**src/rtl/shift_sequencer.sv**
```systemverilog
// shift_sequencer: round-robin arbiter in front of a one-bit-per-cycle
// logical shifter, returning each result on a valid/ready response channel
// tagged with the owning requester.
module shift_sequencer #(
  parameter int WIDTH = 4,
  parameter int AW    = 3
) (
  input  logic             clk,
  input  logic             rst_n,
  input  logic             req0_valid,
  output logic             req0_ready,
  input  logic [WIDTH-1:0] req0_data,
  input  logic [AW-1:0]    req0_amt,
  input  logic             req0_dir,
  input  logic             req1_valid,
  output logic             req1_ready,
  input  logic [WIDTH-1:0] req1_data,
  input  logic [AW-1:0]    req1_amt,
  input  logic             req1_dir,
  output logic             rsp_valid,
  input  logic             rsp_ready,
  output logic [WIDTH-1:0] rsp_data,
  output logic             rsp_id,
  output logic             busy
);

  typedef enum logic [1:0] {IDLE, SHIFT, DONE} state_t;

  state_t           state, state_next;
  logic [WIDTH-1:0] acc, acc_next;
  logic [AW-1:0]    cnt, cnt_next;
  logic             dir, dir_next;
  logic             id, id_next;
  logic             last_id, last_id_next;
  logic             grant;
  logic             in_idle;

  assign in_idle = (state == IDLE);

  // Round-robin grant: a lone requester wins, a tie goes to the one not served last.
  always_comb begin
    grant = 1'b0;
    if (req0_valid && req1_valid) begin
      grant = ~last_id;
    end else if (req1_valid) begin
      grant = 1'b1;
    end
  end

  // Readys are gated by rst_n so they drop the instant reset is asserted.
  assign req0_ready = rst_n && in_idle && !grant && req0_valid;
  assign req1_ready = rst_n && in_idle &&  grant && req1_valid;

  // Next-state and datapath update for the IDLE / SHIFT / DONE sequence.
  always_comb begin
    state_next   = state;
    acc_next     = acc;
    cnt_next     = cnt;
    dir_next     = dir;
    id_next      = id;
    last_id_next = last_id;
    case (state)
      IDLE: begin
        if (req0_ready) begin
          acc_next     = req0_data;
          cnt_next     = req0_amt;
          dir_next     = req0_dir;
          id_next      = 1'b0;
          last_id_next = 1'b0;
          state_next   = (req0_amt != '0) ? SHIFT : DONE;
        end else if (req1_ready) begin
          acc_next     = req1_data;
          cnt_next     = req1_amt;
          dir_next     = req1_dir;
          id_next      = 1'b1;
          last_id_next = 1'b1;
          state_next   = (req1_amt != '0) ? SHIFT : DONE;
        end
      end
      SHIFT: begin
        // Amounts beyond WIDTH simply keep shifting zeros; no early exit.
        acc_next = dir ? (acc >> 1) : (acc << 1);
        cnt_next = cnt - AW'(1);
        if (cnt == AW'(1)) begin
          state_next = DONE;
        end
      end
      DONE: begin
        if (rsp_ready) begin
          state_next = IDLE;
        end
      end
      default: state_next = IDLE;
    endcase
  end

  // State and datapath registers; reset discards any in-flight request.
  always_ff @(posedge clk or negedge rst_n) begin
    if (!rst_n) begin
      state   <= IDLE;
      acc     <= '0;
      cnt     <= '0;
      dir     <= 1'b0;
      id      <= 1'b0;
      last_id <= 1'b1;
    end else begin
      state   <= state_next;
      acc     <= acc_next;
      cnt     <= cnt_next;
      dir     <= dir_next;
      id      <= id_next;
      last_id <= last_id_next;
    end
  end

  assign rsp_valid = (state == DONE);
  assign rsp_data  = rsp_valid ? acc : '0;
  assign rsp_id    = rsp_valid & id;
  assign busy      = !in_idle;

endmodule

```
**config.mk**
```make
export PLATFORM = sky130hd
export DESIGN_NAME = shift_sequencer
export DESIGN_NICKNAME = d
export VERILOG_FILES = /design/src/rtl/shift_sequencer.sv
export SDC_FILE = /design/constraint.sdc
export NUM_CORES = 1
export LEC_CHECK = 0
export CAP_MARGIN = 30
export CORE_MARGIN = 2
export CORE_UTILIZATION = 42
export DETAILED_ROUTE_END_ITERATION = 8
export PLACE_DENSITY = 0.79
export SETUP_SLACK_MARGIN = 0.05
export SLEW_MARGIN = 30
export SYNTH_ARGS = -nofsm -noshare
export SYNTH_HDL_FRONTEND = slang
export SYNTH_SLANG_ARGS = --single-unit
export TNS_END_PERCENT = 100
```
**constraint.sdc**
```tcl
create_clock -name clk -period 1.9 [get_ports clk]
set_clock_uncertainty 0.1 [all_clocks]
set_input_delay 0.19 -clock clk [delete_from_list [all_inputs] [get_ports clk]]
set_output_delay 0.19 -clock clk [all_outputs]
set_load 0.005 [all_outputs]
```
* Word level (Yosys, flattened, before mapping)
Cells that the tools add are included.
** Operators by class
- Add/sub/neg operators :: 1
- Equality and inequality tests :: 6
- Multiplexer cells :: 21
- Bitwise operators :: 2
- Reduce and logical (&&, ||, !) cells :: 16
** Operators by type and width (count)
- $mux 4 :: 4
- $mux 2 :: 6
- $pmux 4 s2 :: 1
- $logic_and 1x1->1 :: 6
- $mux 1 :: 6
- $mux 3 :: 2
- $pmux 2 s3 :: 1
- $pmux 3 s2 :: 1
- $reduce_bool 3->1 :: 2
- $reduce_and 2->1 :: 2
- $reduce_bool 2->1 :: 2
- $eq 3x1->1 const B :: 1
- $ne 3x3->1 const B :: 1
- $reduce_and 3->1 :: 1
- $sub 3x1->3 const B :: 1
- $eq 2x1->1 const B :: 1
- $eq 2x2->1 const B :: 1
- $logic_not 1->1 :: 2
- $logic_not 2->1 :: 1
- $ne 2x1->1 const B :: 1
- $ne 2x2->1 const B :: 1
- $and 1x1->1 :: 1
- $not 1->1 :: 1
** Storage, ports and cells
- Register bits after elaboration :: 12
- Input port bits :: 21
- Output and inout port bits :: 9
- Word-level logic and storage cells :: 52

* Depth between registers and ports, before layout
Gate-level depths: netlist of run 1.
- Depth after elaboration :: 7
- Mapped depth :: 5
- Gate-level depth less buffers :: 5

* Worst setup path after synthesis of run 1
No wires, ideal clock.
- Kind :: register to register
- From :: reg state[0]
- To :: reg acc[0]
- Setup time :: 0.104 ns
- Arrival :: 1.282 ns
- Data required time :: 1.696 ns
- Slack :: 0.414 ns
- Stages on the path, launching flop included :: 6
- Path buffers :: 1
- Clock period less this slack :: 1.486 ns
- Cell sequence :: dfrtp_1 nor3b_4 nand3_2 buf_6 mux2i_1 a221oi_1
** On the way
- Cells in the longest elaborated chain, start to end :: 6
- Elaborated cells between the ends (all ways) :: 12
- Classes of those cells :: eq/ne: 2; mux: 2; reduce/logical: 8
** RTL lines
- from (decl) :: line 29 : state_t state, state_next;
- from (signal assigned) :: line 107 : state <= state_next;
- $logic_not 2->1 :: line 38, 62
- $logic_and 1x1->1 :: line 51, 52
- $logic_and 1x1->1, on equally long branches (2 in a row) :: line 51, 52
- $mux 4 / $ne 3x3->1 (equally long branches)
- $pmux 4 s2 / $reduce_and 2->1 (equally long branches)
- to (signal assigned) :: line 108 : acc <= acc_next;
- to (decl) :: line 30 : logic [WIDTH-1:0] acc, acc_next;
Parallel ways exist; a longest one is shown, timed or not.
A chain may end at the register's enable or synchronous reset.

* Final worst setup path of run 1
- From :: reg state[0]
- To :: out rsp_valid
** On the way
- Cells in the longest elaborated chain, start to end :: 1
** RTL lines
- $eq 2x2->1 :: line 116 : assign rsp_valid = (state == DONE);
- to (decl) :: line 20 : output logic rsp_valid,
Every way passes these cells.

==> results by group, run 1 <==
Outcome
  – Run status: finished clean

Synth
  – Top FF cell, synth: dfrtp_1
  – Syn Area/Cell: 9.62 um^2
  – Post-synth ARST share: between 90% and 100%
  – Register area share after synthesis: approximately two fifths
  – Post-synth top area cell: dfrtp_1
  – Gate Count Post-Synth: 80
  – FF+latch count, synth: 12
  – Warnings from Yosys: 0
  – Synth area leaders: dfrtp_1 (36%), mux2i_1 (14%), and2_1 (4.1%)
  – Post-synth top area share: a little over a third
  – Post-Syn Area: ~770 um^2
  – Syn_nets: around 100
  – Yosys cell types: 30
  – Post-synth EDFFs: 0

Placed design
  – RD Place Congestion: ~0.83
  – Hpwl dp: around 1.4 mm
  – Inst Count DP: 139
  – IO buf count: 29
  – Worst slack at placement: -52.7 ps

Global route
  – Largest net degree at the start of global routing: 10
  – Total gr overflow: 0
  – First-pass GRT wire length: between 2 and 3 mm
  – Initial antenna violation count: 0
  – Total GRT Usage: between 10% and 20%
  – Vias in the first global route: ~700

Final layout
  – Synthesis-to-finish area growth: 60.0%
  – Share of cells above drive strength 1: between 20% and 30%
  – Final net count: roughly 150
  – Post-layout util: a little under three quarters
  – Fillers: 152
  – Fin cells: between 150 and 200
  – Ant diodes: 0

Timing
  – Achievable Freq: 0.561 GHz
  – Final WS setup: 116 ps
  – Worst rel slew slack: 71.3%
  – Worst Max-Slew Pin Slew: ~430 ps
  – Setup Viol. Count Final: 0
  – Fin. Hold Viols: 0
  – Fin crit period: around 1800 ps
  – Final slew viol count: 0
  – RSZ-0062 raised after global routing: true
  – Fin crit share: ~94%
  – Setup TNS: 0 ps

Detailed routing
  – DR iter-0 viols: 14
  – Met3 wire len: 100 um
  – Routed WL: around 1.9 mm
  – Via count: 773
  – WL/cell: 12.5 um
  – Avg Vias per Cell: 5.09
  – Metal-1 WL: 795 um
  – Post-route DRC: 0
  – Final ANT Viol Nets: 0
  – WL met2: 947 um
  – DR top layer: met4
  – Drt pass-1 iters: 4

Critical path
  – Critical Path RT: approximately 1600 ps
  – Cells on worst reg2reg path: 5
  – Crit path launch type: flop
  – Critical path class: reg -> out
  – CP Capture Type: output port
  – Worst reg2reg endpoint: cnt[0]$_DFFE_PN0P_
  – Crit Path Max Fanout: 6
  – Crit path DAT: around 1500 ps
  – Internal reg-to-reg setup slack: 220 ps
  – Setup crit start: state[0]$_DFFE_PN0P_
  – Critical Path End: rsp_valid
  – Worst reg2reg path startpoint: state[0]$_DFFE_PN0P_

Clock tree
  – Clock Path Buffers: 2
  – CTS tree: built
  – Clock root cell: clkbuf_4
  – Clk Latency, worst-skew pair: ~280 ps
  – Clock slew at reported path FFs: 80 ps
  – CTS H-tree lvls: 1
  – Number of CTS-inserted buffers: 3
  – Hold_buf cts: 0
  – Clock Sink Count: 12

Min path
  – Worst Hold Class: in -> async

Flow run
  – Maxcap violations: 0

Power and ir drop
  – Sequential share of power: roughly a third
  – Total Power: 1.50 mW
  – Clock network fraction of total power: around 14%
  – Max IR drop VDD: 0.671 mV
  – LEAKAGE: ~0.63 nW
  – Comb pwr share: approximately 52%
  – Sw Pwr: between 500 and 600 uW
  – Cell area power density: between 1000 and 1500 nW/um^2
  – P_int: 949 uW
  – Sw frac: ~37%

Floorplan
  – Site Rows: 15
  – Die area: 2190 um^2
  – IO Count: 30
  – Die height: 46.8 um
  – Starting Density: between 40% and 50%
  – CORE AREA: 1730 um^2
  – Die width: about 47 um
-- cell type report --
class                           count  area (um^2)  area share (%)
Tap cell                           25         31.3            2.54
Clock buffer                        4         36.3            2.95
Inverter                            7         26.3            2.13
Sequential cell                    12          304            24.7
Timing Repair Buffer               45          404            32.8
Multi-Input combinational cell     59          429            34.9
-- cell families (layout without fill, tap and decap cells) --
logic type      count (synthesis)  count (layout)  share of synthesized area [%]
buf+inv                         9              56                           5.37
compound gates                 19              19                           17.2
simple gates                   27              27                           20.7
flops                          12              12                           39.2
fa+ha+maj                       2               2                           3.25
mux                            11              11                           14.3
-- layer usage --
metal  up-vias  global-route usage [%]
met5         -                       0
met2        31                    33.7
met4         0                    11.7
met3         5                    2.69
li1        388                       -
met1       349                    23.3
-- sequential cells by signal, summed over array words and instances (netlist names) --
register,count
dir,1
state,2
cnt,3
id,1
acc,4
last_id,1
-- power groups by stage --
stage          Sequential (mW)  Combinational, mW  Clock, mW
6_report                 0.510              0.782      0.210
5_1_grt                  0.530              0.882      0.221
4_1_cts                  0.511              0.778      0.216
3_5_place_dp             0.523              0.691          0
3_3_place_gp             0.517              0.672          0
2_1_floorplan            0.490              0.448          0
-- cells in the final DEF (no fill, tap or decap), types with 2 or more instances in the layout --
cell             instances
clkdlybuf4s50_1         21
buf_4                   15
mux2i_1                 11
dfrtp_1                  9
dlygate4sd2_1            8
inv_1                    7
nand2_1                  6
and2_1                   5
a21oi_1                  4
nand2b_1                 3
o21ai_0                  3
o221ai_1                 3
nor2_1                   3
clkbuf_4                 3
nor3_1                   2
a211oi_1                 2
ha_1                     2
dfrtp_2                  2
-- cell usage after synthesis (2+ instances only) --
master and instances:
dfrtp_1 11, inv_1 7, o21ai_0 3, and2_1 5, nor2_1 3, nand2b_1 3
a211oi_1 2, nand2_1 6, o221ai_1 3, nor3_1 2, a21oi_1 4, mux2i_1 11
ha_1 2, nor2b_1 2
-- through the flow --
step | cell area, um^2 | hold WS [ps]
2_1_floorplan | 769 | -206
6_report | 1230 | 126
5_1_grt | 1230 | 162
3_5_place_dp | 1130 | 384
3_3_place_gp | 1130 | 373
4_1_cts | 1220 | 125
-- worst max-delay path, cell delays in order (launching register included) --
cell and delay (ps):
dfrtp_2 440, nor2b_2 150, buf_6 130, clkdlybuf4s50_1 490
-- worst min-delay path by stage --
stage | startpoint | endpoint | slack [ps] | depth (start not counted)
after floorplan | rst_n | acc[0]$_DFFE_PN0P_ | -210 | 0
after global placement | cnt[1]$_DFFE_PN0P_ | cnt[1]$_DFFE_PN0P_ | 370 | 2
after detailed placement | cnt[1]$_DFFE_PN0P_ | cnt[1]$_DFFE_PN0P_ | 380 | 2
after CTS | rst_n | id$_DFFE_PN0P_ | 130 | 2
after global routing | rst_n | acc[0]$_DFFE_PN0P_ | 160 | 2
final | rst_n | id$_DFFE_PN0P_ | 130 | 2
-- what timing repair did --
action | in CTS | in global routing
hold endpoints to repair | 0 | 0
pin swaps | 1 | 0
setup buffers | 8 | 1
gates resized for setup | 12 | 0
setup endpoints to repair | 8 | 2
(Power assumes the default switching activity.)
==> run 2, diff against run 1 <==
--- a/config.mk
+++ b/config.mk
@@ -5,7 +5,6 @@
 export SDC_FILE = /design/constraint.sdc
 export NUM_CORES = 1
 export LEC_CHECK = 0
-export CAP_MARGIN = 30
 export CORE_MARGIN = 2
 export CORE_UTILIZATION = 42
 export DETAILED_ROUTE_END_ITERATION = 8
==> results of run 2 <==
Final layout, timing and power as in run 1 (identical DEF).
==> run 3, diff against run 2 <==
--- a/config.mk
+++ b/config.mk
@@ -6,9 +6,9 @@
 export NUM_CORES = 1
 export LEC_CHECK = 0
 export CORE_MARGIN = 2
-export CORE_UTILIZATION = 42
+export CORE_UTILIZATION = 38
 export DETAILED_ROUTE_END_ITERATION = 8
-export PLACE_DENSITY = 0.79
+export PLACE_DENSITY = 0.76
 export SETUP_SLACK_MARGIN = 0.05
 export SLEW_MARGIN = 30
 export SYNTH_ARGS = -nofsm -noshare
==> constraint.sdc (replaced) <==
create_clock -name clk -period 1.5 [get_ports clk]
set_clock_uncertainty 0.1 [all_clocks]
set_input_delay 0.15 -clock clk [delete_from_list [all_inputs] [get_ports clk]]
set_output_delay 0.15 -clock clk [all_outputs]
set_load 0.005 [all_outputs]
==> run 3 against run 2 <==
The flow now finishes with violations (setup timing). Combinational power up 69%. Clock power up 28%. Design area rose by 13%. Sequential share of layout area fell by 3.0 points. Power increased by 50%. Final cell count is 7.9% higher. Largest power group unchanged.
==> results by group, run 3 (synthesis gave the netlist of run 1 again) <==
Outcome
  – Run status: finished with violations
  – Failing checks: setup timing

Critical path
  – Critical Path RT: about 1300 ps
  – CP Capture Type: output port
  – CP bufs+invs: 2
  – Critical path class: reg -> out
  – CP max stage cell: dfrtp_2
  – Crit Path Max Fanout: 3
  – Slowest stage delay, CP: about 460 ps
  – Crit-path cells: nor3b_4 -> buf_4 -> nand2_2 -> a21oi_2 -> buf_2
  – Crit path launch type: flop
  – CP top delay family: flip-flops
  – Crit path DAT: around 1400 ps

Placed design
  – Inst Count DP: approximately 150
  – Worst slack at placement: -400 ps
  – Hpwl dp: roughly 1.6 mm
  – RD Place Congestion: 0.735
  – IO buf count: 29
  – DP Area: between 1000 and 1500 um^2

Floorplan
  – Starting Density: between 30 and 40%
  – Die area: approximately 2400 um^2
  – CORE AREA: slightly below 2000 um^2
  – Die height: ~49 um
  – Die width: around 49 um
  – Site Rows: 16
  – IO Count: 30

Timing
  – Achievable Freq: around 0.62 GHz
  – Fin crit share: 107%
  – Fin crit period: roughly 1600 ps
  – Setup Viol. Count Final: 12
  – RSZ-0062 raised after global routing: true
  – Final slew viol count: 0
  – Fin. Hold Viols: 0
  – Worst Max-Slew Pin Slew: 442 ps
  – Worst rel slew slack: between 70 and 80%
  – Final WS setup: -102 ps

Final layout
  – Fin cells: 164
  – Max reg flops: 4
  – Biggest regs: acc (4), cnt (3), state (2)
  – Ant diodes: 0
  – Synthesis-to-finish area growth: 81.5%
  – Design area: between 1000 and 1500 um^2
  – Final net count: roughly 160
  – Biggest register: acc
  – Most frequent cells in the layout: clkdlybuf4s50_1 (20), buf_4 (17), buf_6 (15)
  – Commonest non-fill, non-tap cell in the layout: clkdlybuf4s50_1
  – Share of cells above drive strength 1: a little over two fifths

Clock tree
  – Clock slew at reported path FFs: around 80 ps
  – Clock Path Buffers: 2
  – CTS tree: built
  – Clk Latency, worst-skew pair: 280 ps
  – Clock Sink Count: 12
  – Hold_buf cts: 0
  – Number of CTS-inserted buffers: 3
  – Clock root cell: clkbuf_4
  – CTS H-tree lvls: 1

Power and ir drop
  – LEAKAGE: just under 0.7 nW
  – Max IR drop VDD: around 0.8 mV
  – Total Power: between 2 and 2.5 mW
  – Cell area power density: ~1600 nW/um^2

Detailed routing
  – WL/cell: 13.3 um
  – Post-route DRC: 0
  – Avg Vias per Cell: 4.95
  – DR iter-0 viols: 8
  – Final ANT Viol Nets: 0
  – Routed WL: approximately 2.2 mm
  – Via count: 811
  – Drt pass-1 iters: 4

Global route
  – Total gr overflow: 0
  – First-pass GRT wire length: between 3 and 4 mm
  – Initial antenna violation count: 0
  – Largest net degree at the start of global routing: 10
  – Total GRT Usage: 19.4%
  – Vias in the first global route: 860

Min path
  – Worst Hold Class: in -> async

Flow run
  – Maxcap violations: 0
## run 3: cell count changes in the layout (fill, tap and decap cells not counted), sizes merged
cell,delta
buf,+18
clkdlybuf4s50,-1
dlygate4sd2,-8
clkbuf,+1
## run 3: power by group
| group | leakage, nW | switching [mW] | internal [mW] | total [mW] |
|---|---|---|---|---|
| registers | 0.143 | 0.159 | 0.502 | 0.661 |
| clock network | 0.0210 | 0.121 | 0.148 | 0.269 |
| logic | 0.524 | 0.548 | 0.771 | 1.32 |
## run 3: final cells by class
type	instances	area, um^2
Fill cell	139	546
Timing Repair Buffer	55	512
Multi-Input combinational cell	59	483
Sequential cell	12	303
Clock buffer	4	36.3
Tap cell	27	33.8
Inverter	7	28.8
## run 3: path summary, 6_finish.rpt
kind,from,end,slack [ps],cells past startpoint
max,state[0]$_DFFE_PN0P_,req1_ready,-100,5
min,rst_n,cnt[1]$_DFFE_PN0P_,110,2
max reg2reg,state[0]$_DFFE_PN0P_,acc[0]$_DFFE_PN0P_,-40,5
min reg2reg,cnt[1]$_DFFE_PN0P_,cnt[1]$_DFFE_PN0P_,400,2
max in group asynchronous,rst_n,acc[3]$_DFFE_PN0P_,960,3
min in group clk,rsp_ready,state[1]$_DFFE_PN0P_,390,4
## run 3: repair_timing
| action | in CTS | in global routing |
|---|---|---|
| hold endpoints to repair | 0 | 0 |
| gates resized for setup | 56 | 16 |
| pin swaps | 12 | 5 |
| setup buffers | 9 | 3 |
| endpoints found under the setup margin | 19 | 20 |
## run 3: through the flow
stage	hold slack, ps	utilization, %	setup TNS (ps)
finish	112	71.9	-737
global route	139	71.9	-1560
CTS	114	68.5	-830
detailed placement	380	62.1	-4680
global placement	372	62.1	-3860
floorplan	-246	-	0
## run 3: routing by layer
metal	routed length [um]	track usage, %	vias to the layer above
li1	-	-	405
met1	941	22.9	372
met2	1120	36.5	30
met3	89	2.15	4
met4	25	5.71	0
met5	0	0	-
## run 3: worst register-to-register path, delay by kind of cell, from the launching register on
kind | cells | cell delay, ps
mux | 1 | 140
compound gates | 1 | 240
flops | 1 | 460
buf+inv | 1 | 170
simple gates | 2 | 340
